<file path="src/rtl/rgb_hue_importance_if.sv">
// Pixel-in / hue+importance-out bundle between the pixel source and the hue histogram.
interface rgb_hue_importance_if;
  logic        in_valid;
  logic        in_ready;
  logic [7:0]  r;
  logic [7:0]  g;
  logic [7:0]  b;
  logic        out_valid;
  logic [8:0]  hue;
  logic [47:0] importance;

  modport master (
    output in_valid, r, g, b,
    input  in_ready, out_valid, hue, importance
  );

  modport slave (
    input  in_valid, r, g, b,
    output in_ready, out_valid, hue, importance
  );
endinterface

</file>
<file path="src/rtl/rgb_hue_importance.sv">
// RGB pixel to hue (degrees) and chroma*max importance weight, using a 14-cycle
// restoring divider; fixed 17-cycle latency from acceptance to out_valid.
module rgb_hue_importance #(
  parameter int unsigned IMP_SHIFT  = 0,
  parameter int unsigned MIN_CHROMA = 0
) (
  input logic                 clk,
  input logic                 reset,
  rgb_hue_importance_if.slave px
);

  typedef enum logic [1:0] {IDLE, PREP, DIV, DONE} state_t;

  state_t      state;
  logic [7:0]  r_q, g_q, b_q;
  logic [7:0]  c_q, max_q, div_q;
  logic [8:0]  off_q;
  logic        neg_q;
  logic [7:0]  rem_q;
  logic [13:0] quo_q;
  logic [3:0]  cnt_q;
  logic        out_valid_q;
  logic [8:0]  hue_q;
  logic [47:0] imp_q;

  // PREP datapath
  logic [7:0]  mx, mn, c, pa, pb, absd, dv;
  logic [8:0]  off;
  logic        r_dom, g_dom, neg;
  logic [13:0] num;

  always_comb begin
    mx    = r_q;
    mn    = r_q;
    if (g_q > mx) mx = g_q;
    if (b_q > mx) mx = b_q;
    if (g_q < mn) mn = g_q;
    if (b_q < mn) mn = b_q;
    c     = mx - mn;
    r_dom = (r_q >= g_q) && (r_q >= b_q);
    g_dom = !r_dom && (g_q >= b_q);
    if (r_dom) begin
      off = 9'd0;   pa = g_q; pb = b_q;
    end else if (g_dom) begin
      off = 9'd120; pa = b_q; pb = r_q;
    end else begin
      off = 9'd240; pa = r_q; pb = g_q;
    end
    neg  = pa < pb;
    absd = neg ? (pb - pa) : (pa - pb);
    num  = {6'b0, absd} * 14'd60;
    dv   = (c == 8'd0) ? 8'd1 : c;
  end

  // One restoring-division step: quotient bits shift in at the bottom of quo_q
  // while the numerator bits shift out of the top.
  logic [8:0] rem_sh;
  logic       ge;
  logic [7:0] rem_nx;

  always_comb begin
    rem_sh = {rem_q, quo_q[13]};
    ge     = rem_sh >= {1'b0, div_q};
    rem_nx = ge ? 8'(rem_sh - {1'b0, div_q}) : rem_sh[7:0];
  end

  // DONE datapath
  logic [8:0]  q9, hue_nx;
  logic [15:0] prod;
  logic [47:0] imp_nx;

  always_comb begin
    q9   = quo_q[8:0];
    prod = {8'b0, c_q} * {8'b0, max_q};
    if (c_q == 8'd0)
      hue_nx = 9'd0;
    else if (!neg_q)
      hue_nx = off_q + q9;
    else if (off_q == 9'd0)
      hue_nx = (q9 == 9'd0) ? 9'd0 : (9'd360 - q9);
    else
      hue_nx = off_q - q9;
    if ((c_q == 8'd0) || (32'(c_q) < MIN_CHROMA))
      imp_nx = '0;
    else
      imp_nx = {32'b0, prod} << IMP_SHIFT;
  end

  always_ff @(posedge clk) begin
    if (reset) begin
      state       <= IDLE;
      out_valid_q <= 1'b0;
      hue_q       <= '0;
      imp_q       <= '0;
      cnt_q       <= '0;
    end else begin
      out_valid_q <= 1'b0;
      imp_q       <= '0;
      case (state)
        IDLE: begin
          if (px.in_valid) begin
            r_q   <= px.r;
            g_q   <= px.g;
            b_q   <= px.b;
            state <= PREP;
          end
        end
        PREP: begin
          c_q   <= c;
          max_q <= mx;
          off_q <= off;
          neg_q <= neg;
          div_q <= dv;
          quo_q <= num;
          rem_q <= '0;
          cnt_q <= '0;
          state <= DIV;
        end
        DIV: begin
          rem_q <= rem_nx;
          quo_q <= {quo_q[12:0], ge};
          cnt_q <= cnt_q + 4'd1;
          if (cnt_q == 4'd13) state <= DONE;
        end
        DONE: begin
          hue_q       <= hue_nx;
          imp_q       <= imp_nx;
          out_valid_q <= 1'b1;
          state       <= IDLE;
        end
        default: state <= IDLE;
      endcase
    end
  end

  assign px.in_ready   = (state == IDLE) && !reset;
  assign px.out_valid  = out_valid_q;
  assign px.hue        = hue_q;
  assign px.importance = imp_q;

endmodule

</file>
<file path="src/flat_wrapper.sv">
// flat-port wrapper written by rule: the top's interface ports become plain ports
module rgb_hue_importance_flat 
#(
  parameter int unsigned IMP_SHIFT  = 0,
  parameter int unsigned MIN_CHROMA = 0
)
  (clk, reset, px_in_valid, px_r, px_g, px_b, px_in_ready, px_out_valid, px_hue, px_importance);
  rgb_hue_importance_if px_i ();
  input logic clk;
  input logic reset;
  input wire logic [$bits(px_i.in_valid)-1:0] px_in_valid;
  input wire logic [$bits(px_i.r)-1:0] px_r;
  input wire logic [$bits(px_i.g)-1:0] px_g;
  input wire logic [$bits(px_i.b)-1:0] px_b;
  output wire logic [$bits(px_i.in_ready)-1:0] px_in_ready;
  output wire logic [$bits(px_i.out_valid)-1:0] px_out_valid;
  output wire logic [$bits(px_i.hue)-1:0] px_hue;
  output wire logic [$bits(px_i.importance)-1:0] px_importance;
  assign px_i.in_valid = px_in_valid;
  assign px_i.r = px_r;
  assign px_i.g = px_g;
  assign px_i.b = px_b;
  assign px_in_ready = px_i.in_ready;
  assign px_out_valid = px_i.out_valid;
  assign px_hue = px_i.hue;
  assign px_importance = px_i.importance;
  rgb_hue_importance #(.IMP_SHIFT(IMP_SHIFT), .MIN_CHROMA(MIN_CHROMA)) u_core (.clk(clk), .reset(reset), .px(px_i));
endmodule
</file>
<file path="config.mk">
export PLATFORM = sky130hd
export DESIGN_NAME = rgb_hue_importance_flat
export DESIGN_NICKNAME = d
export VERILOG_FILES = /design/src/rtl/rgb_hue_importance_if.sv /design/src/rtl/rgb_hue_importance.sv /design/src/flat_wrapper.sv
export SDC_FILE = /design/constraint.sdc
export NUM_CORES = 1
export LEC_CHECK = 0
export ABC_AREA = 1
export CAP_MARGIN = 30
export CORE_MARGIN = 4
export CORE_UTILIZATION = 42
export DETAILED_ROUTE_END_ITERATION = 10
export HOLD_SLACK_MARGIN = 0.08
export PLACE_DENSITY = 0.72
export SLEW_MARGIN = 20
export SYNTH_ARGS = -nofsm -noshare
export SYNTH_HDL_FRONTEND = slang
export SYNTH_SLANG_ARGS = --single-unit
</file>
<file path="constraint.sdc">
create_clock -name clk -period 11.2 [get_ports clk]
set_input_delay 3.36 -clock clk [delete_from_list [all_inputs] [get_ports clk]]
set_output_delay 3.36 -clock clk [all_outputs]
set_load 0.005 [all_outputs]
</file>
==> results.sh <==
export IMPL_status="completed"
export IMPL_drv_cap=0
export IMPL_clk_path_buf_depth=2
export IMPL_syn2layout_area_growth_pct=9.787
export IMPL_gr_usage_all_layers_pct=15.85
export IMPL_synth_warnings=0
export IMPL_start_kind="input pin"
export IMPL_grt_start_max_net_pins=29
export IMPL_viasPerCell=4.822
export IMPL_drt_iter0_markers=509
export IMPL_slew_headroom_pct=43.96
export IMPL_grt_pass1_wl_um=35290
export IMPL_hold_class="flip-flop to flip-flop"
export IMPL_htreeDepth=3
export IMPL_numCtsBuffers=9
export IMPL_cts_tree="built"
export IMPL_initial_utilization_pct=43.18
export IMPL_cts_sinks=106
export IMPL_fin_crit_sh_pct=73.00
export IMPL_vias=7961
export IMPL_synth_edf_count=74
export IMPL_path_cells="clkdlybuf4s50_1, nor2_1, clkdlybuf4s50_1"
export IMPL_skew_ns=0.01413
export IMPL_synthArstFlopShare_pct=0
export IMPL_tightest_slew_ns=0.8342
export IMPL_globalRoute_totalOverflow=0
export IMPL_postCtsHoldBufs=0
export IMPL_placementRows=56
export IMPL_portBuffers=53
export IMPL_mostFrequentLayoutCells="256 x inv_1, 239 x nand2_1, 139 x ha_1"
export IMPL_crit_required_ns=7.84
export IMPL_finalMaxSlewViolations=0
export IMPL_fin_util_pct=47.41
export IMPL_ios=86
export IMPL_drt_first_pass_iters=5
export IMPL_insertion_delay_ns=0.36
export IMPL_gp_congestion=0.8876
export IMPL_die_area_sq_um=26910
export IMPL_critPathMaxFanout=16
export IMPL_syn_area_sq_um=10230
export IMPL_hold_worst_slack_ns=0.4660
export IMPL_synth_cell_types=45
export IMPL_final_nets=1544
export IMPL_finalSetupViolCount=0
export IMPL_synth_top_cell_by_area="edfxtp_1"
export IMPL_rsz0062_at_grt="no"
export IMPL_cp_slowest_stage_delay_ns=0.72
export IMPL_routed_wl_um=20320
export IMPL_fin_tns_setup_ns=0
export IMPL_cts_root_buf="clkbuf_16"
export IMPL_path_clk_slew_ns=0.09
export IMPL_synth_fa_ha_area_share_pct=26.99
export IMPL_fmax_ghz=0.1223
export IMPL_routedWlPerCell_um=12.31
export IMPL_ys_seq_area_share_pct=27.99
export IMPL_cts_setup_buffers=0
export IMPL_coreArea_sq_um=23680
export IMPL_endpoint="px_in_ready"
export IMPL_synth_main_ff_cell="edfxtp_1"
export IMPL_cp_buffers_inverters=2
export IMPL_crit_cells=3
export IMPL_synthTopCellsByArea="edfxtp_1 22%, ha_1 17%, fa_1 10%, inv_1 9.4%, nand2_1 8.8%"
export IMPL_reg2reg_depth=34
export IMPL_r2r_slack_ns=3.72
export IMPL_drive_above_1_share_pct=2.853
export IMPL_synth_seq_cells=106
export IMPL_critical_path_class="input pin to output port"
export IMPL_dp_slack_ns=3.028
export IMPL_netlist_instances=1297
export IMPL_drtAntennaViolNets=0
export IMPL_cts_resized=0
export IMPL_worst_path_max_delay_cell="clkdlybuf4s50_1"
export IMPL_period_minus_slack_ns=8.176
export IMPL_drc=0
export IMPL_crit_arrival_ns=4.82
export IMPL_synth_compound_area_share_pct=12.11
export IMPL_critPathMostFrequentCell="clkdlybuf4s50_1"
export IMPL_num_fill_cells=2335
export IMPL_hpwl_um=16760
export IMPL_synth_simple_area_share_pct=16.37
export IMPL_reg2reg_to="u_core.quo_q[12]"
export IMPL_die_w_um=164.0
export IMPL_grt_pass1_vias=7633
export IMPL_layout_setup_ws_ns=3.024
export IMPL_synthXorXnorAreaFrac_pct=3.156
export IMPL_timing_final_hold_violations=0
export IMPL_syn_avg_cell_area_sq_um=7.885
export IMPL_synth_top_family_by_area="adder cells"
export IMPL_crit_family="buffers and inverters"
export IMPL_synth_top_cell_area_share_pct=21.73
export IMPL_die_y_um=164.0
export IMPL_antenna_cells=0
export IMPL_critPathLaunch="reset"
export IMPL_crit_reg2reg_launch="u_core.b_q[7]"
export IMPL_worstSetupEndpointType="output port"
export IMPL_synth_mux_area_fraction_pct=0
export IMPL_antenna_found_initial=0
export IMPL_final_common_cell="inv_1"
[tightest hold or removal path, cell delays in order (launching register included)]
cell and delay, ns:
dfxtp_1 0.32, nand2_1 0.06, a21oi_1 0.05
[per-layer routing]
layer | GRT usage, % | up-vias | part of all wire [%]
li1 | - | 4165 | -
met1 | 21.51 | 3616 | 48
met2 | 26.36 | 149 | 46
met3 | 2.785 | 31 | 4.0
met4 | 4.003 | 0 | 1.8
met5 | 0 | - | 0
[Yosys cell counts (2+ instances only)]
cell	count
dfxtp_1	32
a211oi_1	7
a31oi_1	4
nor2_1	101
xor2_1	26
nand4_1	9
nand2_2	3
clkinv_1	2
o21ai_2	2
inv_1	256
nor4_1	4
o21ai_0	81
fa_1	51
o221ai_1	4
clkbuf_1	29
a21o_1	4
buf_2	6
nor3_1	23
or2_2	5
o21ai_1	8
a21oi_1	95
ha_1	139
xnor2_1	9
edfxtp_1	74
o21a_1	3
nand3_1	24
o211ai_1	3
nand2_1	239
or2_1	2
o22ai_1	5
buf_4	33
[cells by family after synthesis]
group                      Yosys count
other                                1
xor gates and xnor gates            36
buffers and inverters              328
and+or+nand+nor                    413
DFF                                106
AOI/OAI and AO/OA                  223
adders and majority gates          190
[area by class of cell]
cell class                 instances  area, sq um  share of cell area, %
inverter                         260        978.4                  8.714
tap                              319        399.1                  3.555
multi-input combinational        894         6123                  54.54
timing repair buffer              56        560.5                  4.992
clock buffer                       9        225.2                  2.006
clock inverter                     7        78.83                 0.7020
sequential                       106         2863                  25.50
[sequential cells by signal, indices dropped and copies added, names as in the netlist]
name / count
u_core.r_q: 8
u_core.max_q: 8
u_core.px.out_valid: 1
u_core.rem_q: 8
u_core.b_q: 8
u_core.off_q: 3
u_core.px.importance: 16
u_core.neg_q: 1
u_core.px.hue: 9
u_core.c_q: 8
u_core.g_q: 8
u_core.state: 2
u_core.div_q: 8
u_core.cnt_q: 4
u_core.quo_q: 14
[stage by stage]
stage	instances	cell area, sq um
after floorplan	1328	10340
after detailed placement	1635	10920
after global routing	1651	11230
final	1651	11230
after global placement	1634	10910
after CTS	1651	11230
[worst min-delay path by stage]
stage	startpoint	to	slack, ns	depth (start not counted)
after floorplan	u_core.cnt_q[1]	u_core.cnt_q[1]	0.46	2
after global placement	u_core.px.hue[8]	u_core.px.hue[8]	0.45	2
after detailed placement	u_core.px.hue[1]	u_core.px.hue[1]	0.45	2
after CTS	u_core.px.hue[1]	u_core.px.hue[1]	0.47	2
after global routing	u_core.px.hue[8]	u_core.px.hue[8]	0.49	2
final	u_core.px.hue[1]	u_core.px.hue[1]	0.47	2
Power is not shown: default switching activity piles up to over one toggle a cycle in this logic, so the estimate is an artifact.
